==> config.mk <==
export PLATFORM = sky130hd
export DESIGN_NAME = intersection_ctrl
export DESIGN_NICKNAME = d
export VERILOG_FILES = /design/src/rtl/intersection_ctrl_pkg.sv /design/src/rtl/intersection_ctrl_tick_gen.sv /design/src/rtl/intersection_ctrl.sv
export SDC_FILE = /design/constraint.sdc
export NUM_CORES = 1
export LEC_CHECK = 0
export ABC_AREA = 0
export CORE_MARGIN = 4
export CORE_UTILIZATION = 25
export DETAILED_ROUTE_END_ITERATION = 7
export HOLD_SLACK_MARGIN = 0.02
export SYNTH_ARGS = -nofsm -noshare
export SYNTH_HDL_FRONTEND = slang
export SYNTH_SLANG_ARGS = --single-unit
==> constraint.sdc <==
create_clock -name clk_i -period 3.31 [get_ports clk_i]
set_clock_uncertainty 0.2 [all_clocks]
set_input_delay 0.993 -clock clk_i [delete_from_list [all_inputs] [get_ports clk_i]]
set_output_delay 0.993 -clock clk_i [all_outputs]
set_load 0.01 [all_outputs]
==> src/rtl/intersection_ctrl_pkg.sv <==
// Shared state codes, lamp encodings and timer sizing for the intersection controller.
// Latency: n/a (types and constants only).
// Backpressure: n/a.
package intersection_ctrl_pkg;

    // State codes are visible on state_o, so the numbering is part of the interface.
    typedef enum logic [2:0] {
        ST_NS_GREEN  = 3'd0,
        ST_NS_YELLOW = 3'd1,
        ST_ALLRED_NS = 3'd2,
        ST_EW_GREEN  = 3'd3,
        ST_EW_YELLOW = 3'd4,
        ST_ALLRED_EW = 3'd5,
        ST_PED_WALK  = 3'd6
    } state_t;

    localparam logic [1:0] LAMP_RED    = 2'b00;
    localparam logic [1:0] LAMP_YELLOW = 2'b01;
    localparam logic [1:0] LAMP_GREEN  = 2'b10;

    // The timer must hold the largest phase count minus one without wrapping;
    // the extra bit keeps the comparisons simple when a duration is a power of two.
    function automatic int timer_width(input int g_min, input int g_max, input int yel,
                                       input int allred, input int ped);
        int m;
        m = g_min;
        if (g_max  > m) m = g_max;
        if (yel    > m) m = yel;
        if (allred > m) m = allred;
        if (ped    > m) m = ped;
        return $clog2(m) + 1;
    endfunction

endpackage

==> src/rtl/intersection_ctrl_tick_gen.sv <==
// Prescaler: divides the system clock into a one-cycle tick every TICK_DIV cycles.
// Latency: tick is a combinational decode of the count register; first tick TICK_DIV cycles after reset.
// Backpressure: none; free-running.
module intersection_ctrl_tick_gen #(
    parameter int TICK_DIV = 50
) (
    input  logic clk_i,
    input  logic rst_i,
    output logic tick_o
);

    // A 1-bit counter is kept even for TICK_DIV=1 so the vector never has zero width.
    localparam int            CW   = (TICK_DIV > 1) ? $clog2(TICK_DIV) : 1;
    localparam logic [CW-1:0] LAST = CW'(TICK_DIV - 1);

    logic [CW-1:0] cnt_q;

    // Count 0..TICK_DIV-1 and wrap.
    always_ff @(posedge clk_i) begin
        if (rst_i) begin
            cnt_q <= '0;
        end else if (cnt_q == LAST) begin
            cnt_q <= '0;
        end else begin
            cnt_q <= cnt_q + CW'(1);
        end
    end

    // Tick on the last count of each period.
    always_comb begin
        tick_o = (cnt_q == LAST);
    end

endmodule

==> src/rtl/intersection_ctrl.sv <==
// Two-road traffic-light controller: demand-actuated greens, yellow/all-red clearance, pedestrian walk.
// Latency: lamps are a pure decode of the state register; state moves only on prescaler ticks.
// Backpressure: none; sensors and the button are sampled every cycle.
module intersection_ctrl
    import intersection_ctrl_pkg::*;
#(
    parameter int TICK_DIV    = 50,
    parameter int T_GREEN_MIN = 20,
    parameter int T_GREEN_MAX = 60,
    parameter int T_YELLOW    = 4,
    parameter int T_ALLRED    = 2,
    parameter int T_PED       = 10
) (
    input  logic       clk_i,
    input  logic       rst_i,
    input  logic       car_ns_i,
    input  logic       car_ew_i,
    input  logic       ped_req_i,
    output logic [1:0] light_ns_o,
    output logic [1:0] light_ew_o,
    output logic       ped_walk_o,
    output logic [2:0] state_o
);

    localparam int TW = timer_width(T_GREEN_MIN, T_GREEN_MAX, T_YELLOW, T_ALLRED, T_PED);

    // Timer values at which each phase may end (timer counts completed ticks minus one).
    localparam logic [TW-1:0] GMIN_LAST = TW'(T_GREEN_MIN - 1);
    localparam logic [TW-1:0] GMAX_LAST = TW'(T_GREEN_MAX - 1);
    localparam logic [TW-1:0] YEL_LAST  = TW'(T_YELLOW - 1);
    localparam logic [TW-1:0] AR_LAST   = TW'(T_ALLRED - 1);
    localparam logic [TW-1:0] PED_LAST  = TW'(T_PED - 1);

    state_t        state_q;
    state_t        state_nxt;
    logic [TW-1:0] timer_q;
    logic          ped_pend_q;
    logic          next_dir_q;   // 1: after the walk, serve EW; 0: serve NS
    logic          tick;
    logic          demand_ns;
    logic          demand_ew;
    logic          is_green;
    logic          walk_entry;

    intersection_ctrl_tick_gen #(
        .TICK_DIV (TICK_DIV)
    ) u_tick_gen (
        .clk_i  (clk_i),
        .rst_i  (rst_i),
        .tick_o (tick)
    );

    // Demand and phase qualifiers shared by the FSM and the bookkeeping registers.
    always_comb begin
        demand_ew  = car_ew_i | ped_pend_q;
        demand_ns  = car_ns_i | ped_pend_q;
        is_green   = (state_q == ST_NS_GREEN) || (state_q == ST_EW_GREEN);
        walk_entry = (state_nxt == ST_PED_WALK) && (state_q != ST_PED_WALK);
    end

    // State register; reset drops straight into all-red so no partial yellow is owed.
    always_ff @(posedge clk_i) begin
        if (rst_i) begin
            state_q <= ST_ALLRED_EW;
        end else begin
            state_q <= state_nxt;
        end
    end

    // Next-state logic: every transition is qualified by tick so phases stay tick-aligned.
    always_comb begin
        state_nxt = state_q;
        unique case (state_q)
            ST_NS_GREEN: begin
                if (tick && (timer_q >= GMIN_LAST) && demand_ew &&
                    (!car_ns_i || (timer_q == GMAX_LAST))) begin
                    state_nxt = ST_NS_YELLOW;
                end
            end
            ST_NS_YELLOW: begin
                if (tick && (timer_q == YEL_LAST)) begin
                    state_nxt = ST_ALLRED_NS;
                end
            end
            ST_ALLRED_NS: begin
                if (tick && (timer_q == AR_LAST)) begin
                    state_nxt = ped_pend_q ? ST_PED_WALK : ST_EW_GREEN;
                end
            end
            ST_EW_GREEN: begin
                if (tick && (timer_q >= GMIN_LAST) && demand_ns &&
                    (!car_ew_i || (timer_q == GMAX_LAST))) begin
                    state_nxt = ST_EW_YELLOW;
                end
            end
            ST_EW_YELLOW: begin
                if (tick && (timer_q == YEL_LAST)) begin
                    state_nxt = ST_ALLRED_EW;
                end
            end
            ST_ALLRED_EW: begin
                if (tick && (timer_q == AR_LAST)) begin
                    state_nxt = ped_pend_q ? ST_PED_WALK : ST_NS_GREEN;
                end
            end
            ST_PED_WALK: begin
                if (tick && (timer_q == PED_LAST)) begin
                    state_nxt = next_dir_q ? ST_EW_GREEN : ST_NS_GREEN;
                end
            end
            default: begin
                state_nxt = ST_ALLRED_EW;
            end
        endcase
    end

    // Phase timer: restarts on every state change, holds at the max-green value while resting in green.
    always_ff @(posedge clk_i) begin
        if (rst_i) begin
            timer_q <= '0;
        end else if (state_nxt != state_q) begin
            timer_q <= '0;
        end else if (tick && !(is_green && (timer_q == GMAX_LAST))) begin
            timer_q <= timer_q + TW'(1);
        end
    end

    // Pedestrian request latch: consumed on entry to the walk; presses during the walk are ignored.
    always_ff @(posedge clk_i) begin
        if (rst_i) begin
            ped_pend_q <= 1'b0;
        end else if (walk_entry) begin
            ped_pend_q <= 1'b0;
        end else if (ped_req_i && (state_q != ST_PED_WALK)) begin
            ped_pend_q <= 1'b1;
        end
    end

    // Remember which road the walk interrupted so the rotation resumes correctly afterwards.
    always_ff @(posedge clk_i) begin
        if (rst_i) begin
            next_dir_q <= 1'b0;
        end else if (state_q == ST_ALLRED_NS) begin
            next_dir_q <= 1'b1;
        end else if (state_q == ST_ALLRED_EW) begin
            next_dir_q <= 1'b0;
        end
    end

    // Output decode: each road is non-red only in its own green/yellow state.
    always_comb begin
        light_ns_o = LAMP_RED;
        light_ew_o = LAMP_RED;
        ped_walk_o = 1'b0;
        state_o    = state_q;
        unique case (state_q)
            ST_NS_GREEN:  light_ns_o = LAMP_GREEN;
            ST_NS_YELLOW: light_ns_o = LAMP_YELLOW;
            ST_EW_GREEN:  light_ew_o = LAMP_GREEN;
            ST_EW_YELLOW: light_ew_o = LAMP_YELLOW;
            ST_PED_WALK:  ped_walk_o = 1'b1;
            default: begin
                light_ns_o = LAMP_RED;
                light_ew_o = LAMP_RED;
            end
        endcase
    end

endmodule

==> impl_metrics.py <==
metrics = {
    "yosys": {
        "yosys.area_share.adder_pct": 4.09,
        "ys_types": 46,
        "yosys-top-cells-count": "dfxtp_1 (18), nand2_1 (18), nor2_1 (16)",
        "synth_seq_cells": 18,
        "synth_warnings": 0,
        "synthFlopType": "dfxtp_1",
        "ys_seq_area_share_pct": 29.5,
        "synth_xor_area_share_pct": 7.88,
        "yosys.area.top_type_share_pct": 29.5,
        "async_reset_ff_share_pct": 0,
        "synthTopCellsByArea": "dfxtp_1 (29%), nand2_1 (5.5%), nor3_1 (5.3%), xnor2_1 (5.0%), nor2_1 (4.9%)",
        "synthMuxAreaShare_pct": 0.921,
        "synth-compound-area-share_pct": 16.0,
        "yosysTopAreaCell": "dfxtp_1",
        "yosys.area_share.simple_pct": 36.1,
        "syn_inst": 147,
        "syn_area_um2": 1220,
        "synth_top_family_by_area": "simple AND/OR/NAND/NOR gates",
        "synthesis.nets": 156,
        "avgSynthCellArea_um2": 8.32,
        "synth-edff-count": 0,
    },
    "floorplanning": {
        "dieArea_um2": 6070,
        "ios": 13,
        "die_w_um": 77.9,
        "rows": 25,
        "start_util_pct": 25.9,
        "die_h_um": 77.9,
        "core_area_um2": 4720,
    },
    "critical_path": {
        "end_kind": "output port",
        "cp_num_buf_inv": 1,
        "worstSetupStartpointType": "register",
        "critPathKind": "reg -> out",
        "critPathArrivalTime_ps": 1790,
        "crit_fanout": 14,
        "cp_cell_sequence": "nand2b_1 -> nor2_1 -> clkdlybuf4s50_1",
        "crit_slowest_cell": "clkdlybuf4s50_1",
        "crit_family": "buffers and inverters",
        "cp.required_ps": 2120,
        "cpPeakStageDelay_ps": 590,
    },
    "finish": {
        "antenna_cells": 0,
        "drive_above_1_share_pct": 14.4,
        "fin_util_pct": 31.3,
        "nNetsFinal": 170,
        "area_growth_syn_to_layout_pct": 20.9,
    },
    "clock_tree": {
        "htree_levels": 1,
        "cts-root-buf": "clkbuf_8",
        "cts.sinks": 18,
        "holdBufCountCts": 0,
        "cts_setup_buffers": 0,
        "cts.repair.resized": 0,
        "cts_buffers": 3,
        "clkLatencyLatePin_ps": 260,
        "cts_tree": "built",
        "cts_buffer_depth": 2,
        "cts.clk_slew.worst_paths_ps": 80,
    },
    "pwr": {
        "irDropWorstVdd_uv": 175,
        "pwr-share-seq_pct": 52.8,
        "power.share.clock_pct": 42.9,
        "p_int_w": 0.000336,
        "p_comb_share_pct": 4.2,
        "swShare_pct": 21.8,
        "p_per_area_nw_per_um2": 291,
        "p_leak_nw": 0.531,
        "switching_power_w": 0.0000936,
    },
    "sta": {
        "rsz0062_at_grt": "no",
        "worst_pin_slew_ps": 442,
        "slew_viol_final": 0,
        "timing.fmax_ghz": 0.335,
        "finalSetupTns_ps": 0,
        "fin_crit_ps": 2980,
        "slew_headroom_pct": 70.3,
        "final_hold_viol_count": 0,
        "setup_viol": 0,
        "period_share_pct": 90.1,
    },
    "job": {
        "maxCapViolations": 0,
    },
    "global_route": {
        "grtUsageTotal_pct": 10.2,
        "grt_pass1_vias": 1069,
        "grt_overflow_total": 0,
        "antenna_found_initial": 0,
        "grt_pass1_wl_mm": 5.15,
        "grt_max_degree": 15,
    },
    "route": {
        "drc": 0,
        "wire_per_inst_um": 12.6,
        "viasPerCell": 4.75,
        "routed_wl_mm": 2.85,
        "dr.first_iter.drc_count": 108,
        "dr.pass1.iters": 4,
        "antenna_left": 0,
        "vias": 1079,
    },
    "hold_path": {
        "hp-class": "reg -> reg",
    },
    "placed_design": {
        "portBuffers": 12,
        "post-dp-hpwl_mm": 2.14,
        "gp_congestion": 0.852,
    },
    "status": {
        "status": "finished, final reports clean",
    },
}
## worst paths after layout
kind,end,cells past startpoint,from,slack [ps]
worst max-delay path,light_ew_o[1],3,state_o[2],330
worst min-delay path,u_tick_gen.cnt_q[0],1,u_tick_gen.cnt_q[0],300
worst max register to register,timer_q[5],9,timer_q[1],340
worst min register to register,u_tick_gen.cnt_q[0],1,u_tick_gen.cnt_q[0],300
## power by group through the flow
stage / registers (W) / logic (W) / clock network [W]
finish: 0.000227 / 0.0000182 / 0.000185
global placement: 0.000232 / 0.0000179 / 0
global route: 0.000228 / 0.0000207 / 0.000204
CTS: 0.000227 / 0.0000182 / 0.000188
floorplan: 0.000227 / 0.0000138 / 0
detailed placement: 0.000232 / 0.0000180 / 0
## state kept, by name (all words and copies together), names as in the netlist
register          flops
timer_q               7
ped_pend_q            1
state_o               3
next_dir_q            1
u_tick_gen.cnt_q      6
## final cells by class
class                           count  area (um2)
Multi-Input combinational cell    115         795
Fill cell                         494        3250
Inverter                            5        18.8
Sequential cell                    18         360
Clock buffer                        4        55.1
Timing Repair Buffer               18         165
Tap cell                           67        83.8
## logic make-up after synthesis
group / count (synthesis)
mux: 1
buf+inv: 14
fa+ha+maj: 4
compound gates: 24
flops: 18
xor+xnor: 11
simple gates: 75
## cells in the final DEF, fill, tap and decap left out, types with 3 or more instances in the layout
cell	synthesis	routed
dfxtp_1	18	18
nor3b_1	3	3
o21ai_0	3	3
clkbuf_8	0	4
nand2_1	18	18
nand2b_1	3	3
clkdlybuf4s50_1	0	12
xor2_1	4	4
a21oi_1	6	6
inv_1	5	5
ha_1	4	4
nand3_1	3	3
nor2_1	16	16
buf_4	1	6
xnor2_1	7	7
nor3_1	13	13
nand4_1	4	4
a211oi_1	3	3
## through the flow
stage / area [um2] / std cells / total power (W) / setup WS, ps / hold WS [ps]
global placement: 1420 / 223 / 0.000250 / 264 / 278
global route: 1480 / 227 / 0.000453 / 199 / 312
detailed placement: 1420 / 223 / 0.000250 / 232 / 287
floorplan: 1220 / 147 / 0.000241 / 625 / 260
finish: 1480 / 227 / 0.000430 / 327 / 296
CTS: 1480 / 227 / 0.000433 / 343 / 298
## metal layers
layer  track usage, %  share of wire [%]  vias up
met4             2.45               0.77        0
met3             2.90                4.3        4
met1             14.6                 51      500
met5                0                  0        -
li1                 -                  -      549
met2             15.1                 44       26
Note: power is estimated with default switching activity, not from simulation.
==> variant 1, RTL diff (config.mk and constraints unchanged) <==
Register the output `state_o`, with the module's reset; this adds one clock of latency there. The other outputs are not delayed to match.
--- a/src/rtl/intersection_ctrl.sv
+++ b/src/rtl/intersection_ctrl.sv
@@ -30,6 +30,8 @@
     localparam logic [TW-1:0] YEL_LAST  = TW'(T_YELLOW - 1);
     localparam logic [TW-1:0] AR_LAST   = TW'(T_ALLRED - 1);
     localparam logic [TW-1:0] PED_LAST  = TW'(T_PED - 1);
+
+    logic [2:0] state_d;
 
     state_t        state_q;
     state_t        state_nxt;
@@ -152,7 +154,7 @@
         light_ns_o = LAMP_RED;
         light_ew_o = LAMP_RED;
         ped_walk_o = 1'b0;
-        state_o    = state_q;
+        state_d    = state_q;
         unique case (state_q)
             ST_NS_GREEN:  light_ns_o = LAMP_GREEN;
             ST_NS_YELLOW: light_ns_o = LAMP_YELLOW;
@@ -166,5 +168,13 @@
         endcase
     end
 
+    always_ff @(posedge clk_i) begin
+        if (rst_i) begin
+            state_o <= '0;
+        end else begin
+            state_o <= state_d;
+        end
+    end
+
 endmodule
 
Check against the original RTL: not equivalent (Yosys sat finds a counterexample within 4 cycles, from zero or initial values and one cycle with rst_i high).
==> variant 1 against the unedited design <==
  * Setup slack got worse by 48 ps
  * Area after synthesis rose by 11%
  * Sequential cell count rose by 3
  * Non-clock buffer count fell by 2
  * Global-route usage rose by 0.21 points
  * Critical path type unchanged
  * Routed wire length rose by 13%
  * Fmax fell by 1.6%
  * Design area rose by 7.5%
  * Largest cell class unchanged
  * Die area rose by 10%
  * Total power rose by 8.0%
  * Sequential share of layout area rose by 2.1 points
==> variant 1: results (changes against the unedited design) <==
setup_path:
  r2r-end: "timer_q[2]"
  r2r_slack_ps: 780  # +440 ps
  crit_path_start: "state_d[1]"
  ff2ff_path_depth: 7  # -2
  regToRegStartpoint: "timer_q[0]"
final_layout:
  final_cell_area_um2: 1589  # +7.5%
detailed_routing:
  via_per_inst: 5.084  # +7.0%
  drt_iter0_drc: 78  # -28%
  routed_wl_um: 3222  # +13%
  met2_length_um: 1445  # +15%
  vias: 1210  # +12%
  met1_length_um: 1559  # +7.1%
placement:
  gp_congestion: 0.8616  # +1.1%
  hpwl_um: 2386  # +12%
  dp_cells: 234  # +4.9%
power_and_ir_drop:
  worst_ir_drop_vdd_mv: 0.1193  # -32%
yosys:
  synth_compound_area_frac: 0.1451  # -0.01459
  synthXorXnorAreaFrac: 0.06428  # -0.01453
  yosysSeqAreaShare: 0.3085  # +0.01376
  syn_area_per_cell_um2: 8.624  # +3.7%
  synth_nets: 167  # +7.1%
  synthTopCellsByCount: "dfxtp_1 (21), nor3_1 (12), nand2_1 (11), nor2_1 (11), nand3_1 (8)"
  synth.area.top_cells: "dfxtp_1 (31%), nor3_1 (4.4%), ha_1 (3.7%)"
timing:
  max_slew.worst_pin.slew_ps: 618.5  # +176.5 ps
global_route:
  grt_pass1_vias: 1138  # +6.5%
  met3_usage: 0.02961  # +0.0006029
outcome:
  outcome: "finished clean"
variant 1: cell types whose count changed in the layout (fill, tap and decap cells not counted), sizes merged, moves of 3 or more:
cell,unedited run,this run
nand2,18,12
nand3,3,8
nor2b,0,5
nor2,16,12
nor3b,4,0
dfxtp,18,21
nand4,4,7
variant 1: layout make-up:
| type | count | share of cell area |
|---|---|---|
| Tap cell | 70 | 0.05512 |
| Clock inverter | 1 | 0.003150 |
| Timing Repair Buffer | 16 | 0.09449 |
| Inverter | 5 | 0.01181 |
| Sequential cell | 21 | 0.2646 |
| Multi-Input combinational cell | 122 | 0.5449 |
| Clock buffer | 3 | 0.02598 |
variant 1: worst max-delay path, stage by stage, from the launching register on:
cell	delay (ps)
dfxtp_1	640
nor2b_1	220
nand2_1	120
inv_1	70
clkdlybuf4s50_1	530
variant 1: report_power, final:
part / internal, W / total, W / switching (W) / leakage [nW]
logic: 0.0000144 / 0.0000272 / 0.0000128 / 0.354
registers: 0.000258 / 0.000264 / 0.00000601 / 0.171
clock network: 0.0000840 / 0.000173 / 0.0000890 / 0.0255
total: 0.000356 / 0.000464 / 0.000108 / 0.550
variant 1: worst min-delay path by stage:
stage | depth (start not counted) | slack, ps | to
after global routing | 1 | 320 | u_tick_gen.cnt_q[0]
after detailed placement | 1 | 300 | u_tick_gen.cnt_q[0]
after global placement | 1 | 290 | u_tick_gen.cnt_q[0]
after CTS | 1 | 310 | u_tick_gen.cnt_q[0]
after floorplan | 1 | 260 | u_tick_gen.cnt_q[0]
final | 1 | 300 | u_tick_gen.cnt_q[0]
variant 1: per-stage QoR:
stage	total power, W	setup WS, ps
after floorplan	0.0002832	986.1
after global placement	0.0002966	338.1
after detailed placement	0.0002972	306.9
after CTS	0.0004722	281.8
after global routing	0.0004902	150.8
final	0.0004641	279.1
==> variant 2, RTL diff (config.mk and constraints unchanged) <==
Made on the original files. The parameter `T_GREEN_MIN` goes from 20 to 10.
--- a/src/rtl/intersection_ctrl.sv
+++ b/src/rtl/intersection_ctrl.sv
@@ -5,7 +5,7 @@
     import intersection_ctrl_pkg::*;
 #(
     parameter int TICK_DIV    = 50,
-    parameter int T_GREEN_MIN = 20,
+    parameter int T_GREEN_MIN = 10,
     parameter int T_GREEN_MAX = 60,
     parameter int T_YELLOW    = 4,
     parameter int T_ALLRED    = 2,
Formal check against the unedited RTL: no difference found for any inputs over 10 cycles, from zero or initial values and one cycle with rst_i high; that may be too few to reach the edited logic, so the function may still have changed.
==> variant 2 against the unedited design <==
  * Largest cell class unchanged
  * Sequential cell count is the same
  * Design area up 4.1%
  * Setup slack improved by 27 ps
  * Synthesized cell count up 10%
  * Cell count is 5.7% higher
  * Critical path depth grew 4
  * Non-clock buffer count fell by 2
  * Routed wire length grew 5.6%
  * Area after synthesis grew 6.2%
  * Total power increased by 0.98%
==> variant 2: results (changes against the unedited design) <==
setup_path:
  worstPathMaxFanout: 7  # -7
  ff2ff_path_depth: 7  # -2
  crit_path_start: "timer_q[0]"
  slowest_stage: "or3_1"
  slowest_delay_ps: 560  # -30 ps
timing:
  worst_slack_ps: 354.3  # +27.09 ps
  maxSlewHeadroom: 0.4141  # -0.2889
final_layout:
  finalNetCount: 183  # +7.6%
  drive_above_1_share: 0.1272  # -0.01658
  nFillCells: 552  # +12%
  stdcell_count: 240  # +5.7%
outcome:
  outcome: "finished clean"
global_route:
  grt_pass1_vias: 1163  # +8.8%
  grt_util_all_layers: 0.1064  # +0.004096
  grt_first_pass_wirelength_um: 5368  # +4.3%
placement:
  place_ws_ps: 146.3  # -85.24 ps
  hpwl_um: 2301  # +7.7%
  dpl_cell_area_um2: 1483  # +4.2%
yosys:
  synth_nets: 171  # +9.6%
  synthCells: 162  # +10%
  synth_adder_area_share: 0.03854  # -0.002406
  yosysSeqAreaShare: 0.2775  # -0.01732
  synth.area.top_cells: "dfxtp_1 (28%), a21oi_2 (4.7%), xor2_1 (4.7%)"
  synthMuxAreaShare: 0.007707  # -0.001505
  synthTopCellsByCount: "dfxtp_1 (18), nor2_1 (13), nor3_1 (12), nand2_1 (10), o21ai_0 (8)"
  synthXorXnorAreaFrac: 0.07418  # -0.004632
  synth_compound_area_frac: 0.2052  # +0.04553
  ys_types: 45  # -2.2%
detailed_routing:
  firstDrtPassIters: 6  # +2
  via_per_inst: 4.921  # +3.5%
  drt_iter0_drc: 35  # -68%
power_and_ir_drop:
  worst_ir_drop_vdd_mv: 0.1076  # -39%
  p_leak_nw: 0.5439  # +2.4%
cts:
  root_buffer: "clkbuf_8"
-- variant 2: layout make-up --
class,count,area share
flip-flops and latches,18,0.2343
inverters,5,0.01221
well taps,67,0.05452
repair buffers,16,0.09764
multi-input cells,130,0.5655
clock buffers,4,0.03580
-- variant 2: worst min path at each step --
stage / slack, ps / depth (start not counted) / from / endpoint
6_report: 290 / 1 / u_tick_gen.cnt_q[0] / u_tick_gen.cnt_q[0]
2_1_floorplan: 260 / 1 / u_tick_gen.cnt_q[0] / u_tick_gen.cnt_q[0]
3_5_place_dp: 290 / 1 / u_tick_gen.cnt_q[0] / u_tick_gen.cnt_q[0]
5_1_grt: 340 / 1 / u_tick_gen.cnt_q[0] / u_tick_gen.cnt_q[0]
3_3_place_gp: 290 / 1 / u_tick_gen.cnt_q[0] / u_tick_gen.cnt_q[0]
4_1_cts: 300 / 1 / u_tick_gen.cnt_q[0] / u_tick_gen.cnt_q[0]
-- variant 2: kinds of logic after synthesis --
kind of cell,count (synthesis)
AOI/OAI and AO/OA,36
and+or+nand+nor,78
DFF,18
buffers and inverters,14
adders and majority gates,4
muxes,1
xor gates and xnor gates,11
-- variant 2: metrics by stage --
stage,hold slack [ps],utilization,total power [W]
finish,291.2,0.3151,0.0004341
global route,336.0,0.3151,0.0004555
CTS,297.6,0.3151,0.0004380
detailed placement,288.8,0.3038,0.0002530
global placement,285.5,0.3038,0.0002528
floorplan,264.0,-,0.0002430
-- variant 2: metal layers --
layer | track usage | wire (um) | vias to the layer above
met3 | 0.02803 | 129 | 7
met5 | 0 | 0 | -
met1 | 0.1355 | 1448 | 552
met2 | 0.1639 | 1362 | 20
li1 | - | - | 602
met4 | 0.05405 | 72 | 0
-- variant 2: critical path, delay by kind of cell, from the launching register on --
kind / cells / cell delay, ps
and+or+nand+nor: 3 / 1420
adders and majority gates: 1 / 310
AOI/OAI and AO/OA: 3 / 550
DFF: 1 / 410
-- variant 2: power by group --
| group | switching, W | internal (W) |
|---|---|---|
| Clock | 0.0000800 | 0.000106 |
| Sequential | 0.00000514 | 0.000220 |
| Combinational | 0.00000999 | 0.0000124 |
